==> src/rtl/cpu_pkg.sv <==
// Purpose : shared definitions for the data-memory side of the CPU (copy engine FSM
//           encoding, word size, default RAM size shared with the data memory).
// Latency : n/a (types and constants only).
// Backpressure: n/a.
package cpu_pkg;

  localparam int WORD_BYTES       = 4;
  localparam int RAM_SIZE_DEFAULT = 256;

  typedef enum logic [2:0] {
    ST_IDLE  = 3'd0,
    ST_CHECK = 3'd1,
    ST_READ  = 3'd2,
    ST_WRITE = 3'd3,
    ST_FIN   = 3'd4
  } copy_state_t;

  // End address (exclusive) of a byte span, widened to 34 bits so that a base
  // near the top of the 32-bit space plus the span length cannot wrap.
  function automatic logic [33:0] span_end(input logic [31:0] base, input logic [33:0] nbytes);
    return {2'b00, base} + nbytes;
  endfunction

endpackage

==> src/rtl/dmem_copy_engine.sv <==
// Purpose : word-granular block copy master on the data-memory port (read then write per word).
// Latency : start -> done pulse is 2 + 2*len cycles; rejected request -> err pulse 2 cycles.
// Backpressure: none; start is only accepted in IDLE, later starts are dropped, not queued.
//
// Ports:
//   clk, reset          clock, synchronous active-high reset
//   start, src_addr, dst_addr, len_words   job request (sampled in IDLE)
//   busy, done, err, words_done            job status
//   mem_rd, mem_wr, mem_addr, mem_wdata, mem_rdata   data-memory master port
module dmem_copy_engine
  import cpu_pkg::*;
#(
  parameter int RAM_SIZE = RAM_SIZE_DEFAULT,
  parameter int LEN_W    = 8
) (
  input  logic             clk,
  input  logic             reset,
  input  logic             start,
  input  logic [31:0]      src_addr,
  input  logic [31:0]      dst_addr,
  input  logic [LEN_W-1:0] len_words,
  output logic             busy,
  output logic             done,
  output logic             err,
  output logic [LEN_W-1:0] words_done,
  output logic             mem_rd,
  output logic             mem_wr,
  output logic [31:0]      mem_addr,
  output logic [31:0]      mem_wdata,
  input  logic [31:0]      mem_rdata
);

  copy_state_t state, state_nxt;

  logic [31:0]      src_cur;
  logic [31:0]      dst_cur;
  logic [31:0]      data_q;
  logic [LEN_W-1:0] len_q;
  logic [LEN_W-1:0] words_q;
  logic             err_q;

  // Last driven address/data, so the port holds its value outside READ/WRITE.
  logic [31:0]      addr_hold;
  logic [31:0]      wdata_hold;

  logic [33:0]      len_bytes;
  logic [33:0]      src_end;
  logic [33:0]      dst_end;
  logic             reject;
  logic [LEN_W:0]   words_inc;
  logic             last_word;

  // Bounds check in 34 bits: nothing wraps even for addresses near 2^32.
  assign len_bytes = 34'(len_q) * 34'(WORD_BYTES);
  assign src_end   = span_end(src_cur, len_bytes);
  assign dst_end   = span_end(dst_cur, len_bytes);
  assign reject    = (src_cur[1:0] != 2'b00) || (dst_cur[1:0] != 2'b00) ||
                     (src_end > 34'(RAM_SIZE)) || (dst_end > 34'(RAM_SIZE));

  // One extra bit so the completion compare is exact at the maximum length.
  assign words_inc = {1'b0, words_q} + {{LEN_W{1'b0}}, 1'b1};
  assign last_word = (words_inc == {1'b0, len_q});

  // State register.
  always_ff @(posedge clk) begin
    if (reset) begin
      state <= ST_IDLE;
    end else begin
      state <= state_nxt;
    end
  end

  // Next-state logic.
  always_comb begin
    state_nxt = state;
    case (state)
      ST_IDLE: begin
        if (start) begin
          state_nxt = ST_CHECK;
        end
      end
      ST_CHECK: begin
        if (reject) begin
          state_nxt = ST_IDLE;
        end else if (len_q == '0) begin
          state_nxt = ST_FIN;
        end else begin
          state_nxt = ST_READ;
        end
      end
      ST_READ:  state_nxt = ST_WRITE;
      ST_WRITE: state_nxt = last_word ? ST_FIN : ST_READ;
      ST_FIN:   state_nxt = ST_IDLE;
      default:  state_nxt = ST_IDLE;
    endcase
  end

  // Datapath registers: job parameters, cursors, data buffer, counters.
  always_ff @(posedge clk) begin
    if (reset) begin
      src_cur    <= '0;
      dst_cur    <= '0;
      data_q     <= '0;
      len_q      <= '0;
      words_q    <= '0;
      err_q      <= 1'b0;
      addr_hold  <= '0;
      wdata_hold <= '0;
    end else begin
      // err is registered so its pulse lands in the cycle after CHECK.
      err_q <= (state == ST_CHECK) && reject;
      case (state)
        ST_IDLE: begin
          if (start) begin
            src_cur <= src_addr;
            dst_cur <= dst_addr;
            len_q   <= len_words;
            words_q <= '0;
          end
        end
        ST_READ: begin
          data_q    <= mem_rdata;
          addr_hold <= src_cur;
        end
        ST_WRITE: begin
          src_cur    <= src_cur + 32'(WORD_BYTES);
          dst_cur    <= dst_cur + 32'(WORD_BYTES);
          words_q    <= words_inc[LEN_W-1:0];
          addr_hold  <= dst_cur;
          wdata_hold <= data_q;
        end
        default: begin
        end
      endcase
    end
  end

  // Output decode. busy covers CHECK/READ/WRITE; it is already low in the
  // cycle carrying the done or err pulse.
  always_comb begin
    busy      = 1'b0;
    done      = 1'b0;
    mem_rd    = 1'b0;
    mem_wr    = 1'b0;
    mem_addr  = addr_hold;
    mem_wdata = wdata_hold;
    case (state)
      ST_CHECK: busy = 1'b1;
      ST_READ: begin
        busy     = 1'b1;
        mem_rd   = 1'b1;
        mem_addr = src_cur;
      end
      ST_WRITE: begin
        busy      = 1'b1;
        mem_wr    = 1'b1;
        mem_addr  = dst_cur;
        mem_wdata = data_q;
      end
      ST_FIN:  done = 1'b1;
      default: begin
      end
    endcase
  end

  assign err        = err_q;
  assign words_done = words_q;

endmodule

==> config.mk <==
export PLATFORM = sky130hd
export DESIGN_NAME = dmem_copy_engine
export DESIGN_NICKNAME = d
export VERILOG_FILES = /design/src/rtl/cpu_pkg.sv /design/src/rtl/dmem_copy_engine.sv
export SDC_FILE = /design/constraint.sdc
export NUM_CORES = 1
export LEC_CHECK = 0
export CORE_MARGIN = 2
export CORE_UTILIZATION = 58
export DETAILED_ROUTE_END_ITERATION = 6
export GPL_TIMING_DRIVEN = 0
export PLACE_DENSITY = 0.87
export SYNTH_ARGS = -nofsm -noshare
export SYNTH_HDL_FRONTEND = slang
export SYNTH_SLANG_ARGS = --single-unit
==> constraint.sdc <==
create_clock -name clk -period 5 [get_ports clk]
set_input_delay 0.75 -clock clk [delete_from_list [all_inputs] [get_ports clk]]
set_output_delay 0.75 -clock clk [all_outputs]
set_load 0.005 [all_outputs]
==> run summary, run 1 <==
status - finished, violations left
violated checks - design-rule violations
top cell type's share of synthesized area - 35.13%
share of cells above drive strength 1 - 3.763%
Crit path top cell by count - clkbuf_1
largest area contributor in the netlist - dfxtp_1
Root Buffer - clkbuf_16
Core Box Area - 0.01730 mm^2
RR Endpoint - state[2]$_SDFFE_PP0P_
RSZ-0062 raised after global routing - no
htree depth - 4
setup TNS - 0 ns
Final period util - 96.01%
met3 usage - 11.70%
leak pwr - 4.661 nW
First-pass DRT Iterations - 7
grt met2 use - 69.24%
All-Layer GR Usage - 44.05%
Netlist cell types - 73
number of global-route vias before repair - 11.36k
hold wc startpoint - data_q[13]$_SDFFE_PP0P_
num rows - 48
Hold Fails Final Rpt - 0
ys flop type - dfxtp_1
initial drt markers - 1,818
Worst path slowest cell - clkbuf_1
Final Max Tran Viols - 0
Seq/Total Area, Yosys - 35.13%
CP Max Fanout - 10
Worst-path clk slew - 0.07 ns
die area - 0.01876 mm^2
final hold slack - 0.4587 ns
initial antenna violation count - 1
first-pass GRT wire length - 62,320 um
nets - 1,736
# clock sinks - 180
deepest clock path buffer count - 2
Cell Pwr Density - 262.7 mW/mm^2
GRT busiest layer - met2
grt total ovfl - 0
DIE HEIGHT - 137.0 um
Crit. End Element - output pin
vias per cell - 6.548
type of the worst min-delay path - flip-flop to flip-flop
worst slack at placement - 0.6639 ns
Slew HR - 27.31%
Crit path largest cell delay - 0.66 ns
via count - 12.09k
clock latency on the worst-skew pair - 0.46 ns
reg2reg start - len_q[0]$_SDFFE_PP0P_
Cells after DPL - 1,814
Critical Path AT - 4.05 ns
share of flip-flops with an asynchronous set or reset - 0%
Period minus WS final - 4.801 ns
Hold Path Depth - 2
cell family with most CP delay - buffers and inverters
critical path cell sequence - buf_2 -> inv_1 -> or2_2 -> clkbuf_1 -> clkinv_1 -> clkbuf_1 -> clkbuf_1 -> nand2_1 -> nand2_1 -> clkdlybuf4s50_1
Yosys reg bits - 180
skew final - 0.01445 ns
Synth Instances - 1,406
Syn Area/Cell - 7.295 um^2
R2R depth - 11
fin cells - 1,847
largest cells by area after synthesis - dfxtp_1 35%, nand2_1 11%, a21oi_1 6.6%, nor2_1 4.9%, o21ai_0 4.5%
remaining antenna violation count - 0
Final WS setup - 0.1994 ns
Fmax - 0.2083 GHz
Area growth syn-to-layout - 26.40%
maxcap violations - 0
Syn Nets - 1,534
number of setup buffers added after CTS - 0
startpoint type of the worst setup path - flip-flop
worst-margin pin slew - 1.082 ns
crit path kind - flip-flop to output pin
critical path required time - 4.25 ns
FF-to-FF setup slack - 0.92 ns
DRC - 1
met1 Use GR - 55.76%
WHS Endpoint - data_q[13]$_SDFFE_PP0P_
CTS buffer count - 17
worst path bufs/invs - 7
final setup vio count - 0
Max VDD drop - 0.2571 mV
Warnings, synthesis - 0
Routed WL - 41,510 um
largest net degree at the start of global routing - 20
final core occ - 74.95%
GPL Wtd Cong - 1.043
Initial Util - 59.30%
CTS tree - done
I/O Buffers - 182
Post-DP HPWL - 30,680 um
Die Span X - 137.0 um
WL per Instance - 22.48 um
number of synthesized flops with an enable pin - 0
Syn Std Cell Area - 0.01026 mm^2
IO Pins - 184
-- power by group --
group,internal [mW],switching [mW],leakage [nW]
logic,0.211,0.300,2.91
registers,1.47,0.0618,1.46
clock network,0.673,0.690,0.288
-- per-stage QoR --
step | instance area [um^2] | power (mW)
after global placement | 12360 | 2.034
after detailed placement | 12370 | 2.044
after floorplan | 10260 | 1.814
after global routing | 12960 | 3.476
after CTS | 12960 | 3.362
final | 12960 | 3.406
-- registers in the layout, summed over array words and instances, names as in the netlist --
| register | cells |
|---|---|
| words_done | 8 |
| src_cur | 32 |
| dst_cur | 32 |
| state | 3 |
| data_q | 32 |
| len_q | 8 |
| addr_hold | 32 |
| wdata_hold | 32 |
| err | 1 |
-- worst max path at each step --
stage                                    endpoint                    start  slack, ns  depth (start not counted)
after CTS                            mem_wdata[0]    state[0]$_SDFFE_PP0P_       0.15                         10
after global placement    src_cur[8]$_SDFFE_PP0P_                    start       0.57                          6
after floorplan             state[2]$_SDFFE_PP0P_  dst_cur[2]$_SDFFE_PP0P_       2.20                         11
after global routing                mem_wdata[27]    state[0]$_SDFFE_PP0P_       0.12                         10
after detailed placement             mem_wdata[0]    state[0]$_SDFFE_PP0P_       0.66                         10
final                               mem_wdata[27]    state[0]$_SDFFE_PP0P_       0.20                         10
-- cell families (layout without fill, tap and decap cells) --
group | Yosys count | count (layout) | synth area share (%)
AOI/OAI and AO/OA | 356 | 356 | 21.65
xor gates and xnor gates | 29 | 29 | 2.477
adders and majority gates | 21 | 21 | 2.708
buffers and inverters | 120 | 335 | 4.477
DFF | 180 | 180 | 35.13
muxes | 45 | 45 | 4.416
other | 0 | 1 | 0
and+or+nand+nor | 655 | 655 | 29.13
-- routing by layer --
layer	wire (um)	share of wire, %	vias up
li1	-	-	5402
met1	15740	38	5554
met2	18220	44	971
met3	5568	13	165
met4	1946	4.7	2
met5	32	0.077	-
-- layout make-up --
cell class / instances / area (um^2)
multi-input cells: 1106 / 6200
fillers: 1301 / 4333
flip-flops and latches: 180 / 3603
repair buffers: 183 / 1829
clock buffers: 18 / 429.2
plain buffers: 104 / 400.4
well taps: 225 / 281.5
clock inverters: 14 / 157.7
inverters: 16 / 60.06
diodes: 1 / 2.502
-- placed cells by master, fill, tap and decap left out, types with 7 or more instances in the layout --
cell type / Yosys / final
nand2_1: 302 / 302
clkdlybuf4s50_1: 0 / 182
dfxtp_1: 180 / 180
nor2_1: 135 / 135
a21oi_1: 135 / 135
o21ai_0: 92 / 92
clkbuf_1: 87 / 88
mux2i_1: 43 / 43
nor3_1: 35 / 35
nor2b_1: 34 / 34
nand3_1: 26 / 26
nand4_1: 24 / 24
and3_1: 22 / 22
nor4_1: 21 / 21
xnor2_1: 20 / 20
ha_1: 19 / 19
clkbuf_16: 0 / 17
inv_1: 14 / 14
a221oi_1: 13 / 13
a31oi_1: 11 / 11
a2111oi_0: 11 / 11
a211oi_1: 10 / 10
buf_1: 10 / 9
and2_1: 9 / 9
o211ai_1: 9 / 9
xor2_1: 9 / 9
a222oi_1: 8 / 8
a22oi_1: 8 / 8
nand2b_1: 7 / 7
and4_1: 7 / 7
or3_1: 7 / 7
-- synthesized netlist by cell type, types with 13 or more instances --
cell      instances
nor2_1          135
inv_1            14
nand4_1          24
dfxtp_1         180
a21oi_1         135
ha_1             19
nor3_1           35
nor4_1           21
nand3_1          26
nand2_1         302
a221oi_1         13
xnor2_1          20
mux2i_1          43
clkbuf_1         87
nor2b_1          34
o21ai_0          92
and3_1           22
-- worst register-to-register path, cell delays in order, from the launching register on --
cell       delay (ns)
dfxtp_1          0.49
ha_1             0.26
inv_1            0.07
fa_1             0.46
or4b_1           0.47
a221oi_1         0.21
o21ai_0          0.16
o211ai_1         0.41
o2111ai_1        0.21
a211oi_1         0.45
nand4_1          0.39
o31ai_1          0.40
-- repair_timing --
action | CTS | global route
hold endpoints to repair | 0 | 0
setup endpoints to repair | 0 | 2
resized for setup | 0 | 1
hold buffers | 0 | 0
No activity file was read; power rests on OpenSTA's default activity.
==> run 2, diff against run 1 <==
TNS_END_PERCENT = 1   (was not set)
==> results of run 2 <==
The final DEF is identical to that of run 1; final timing and power are the same.
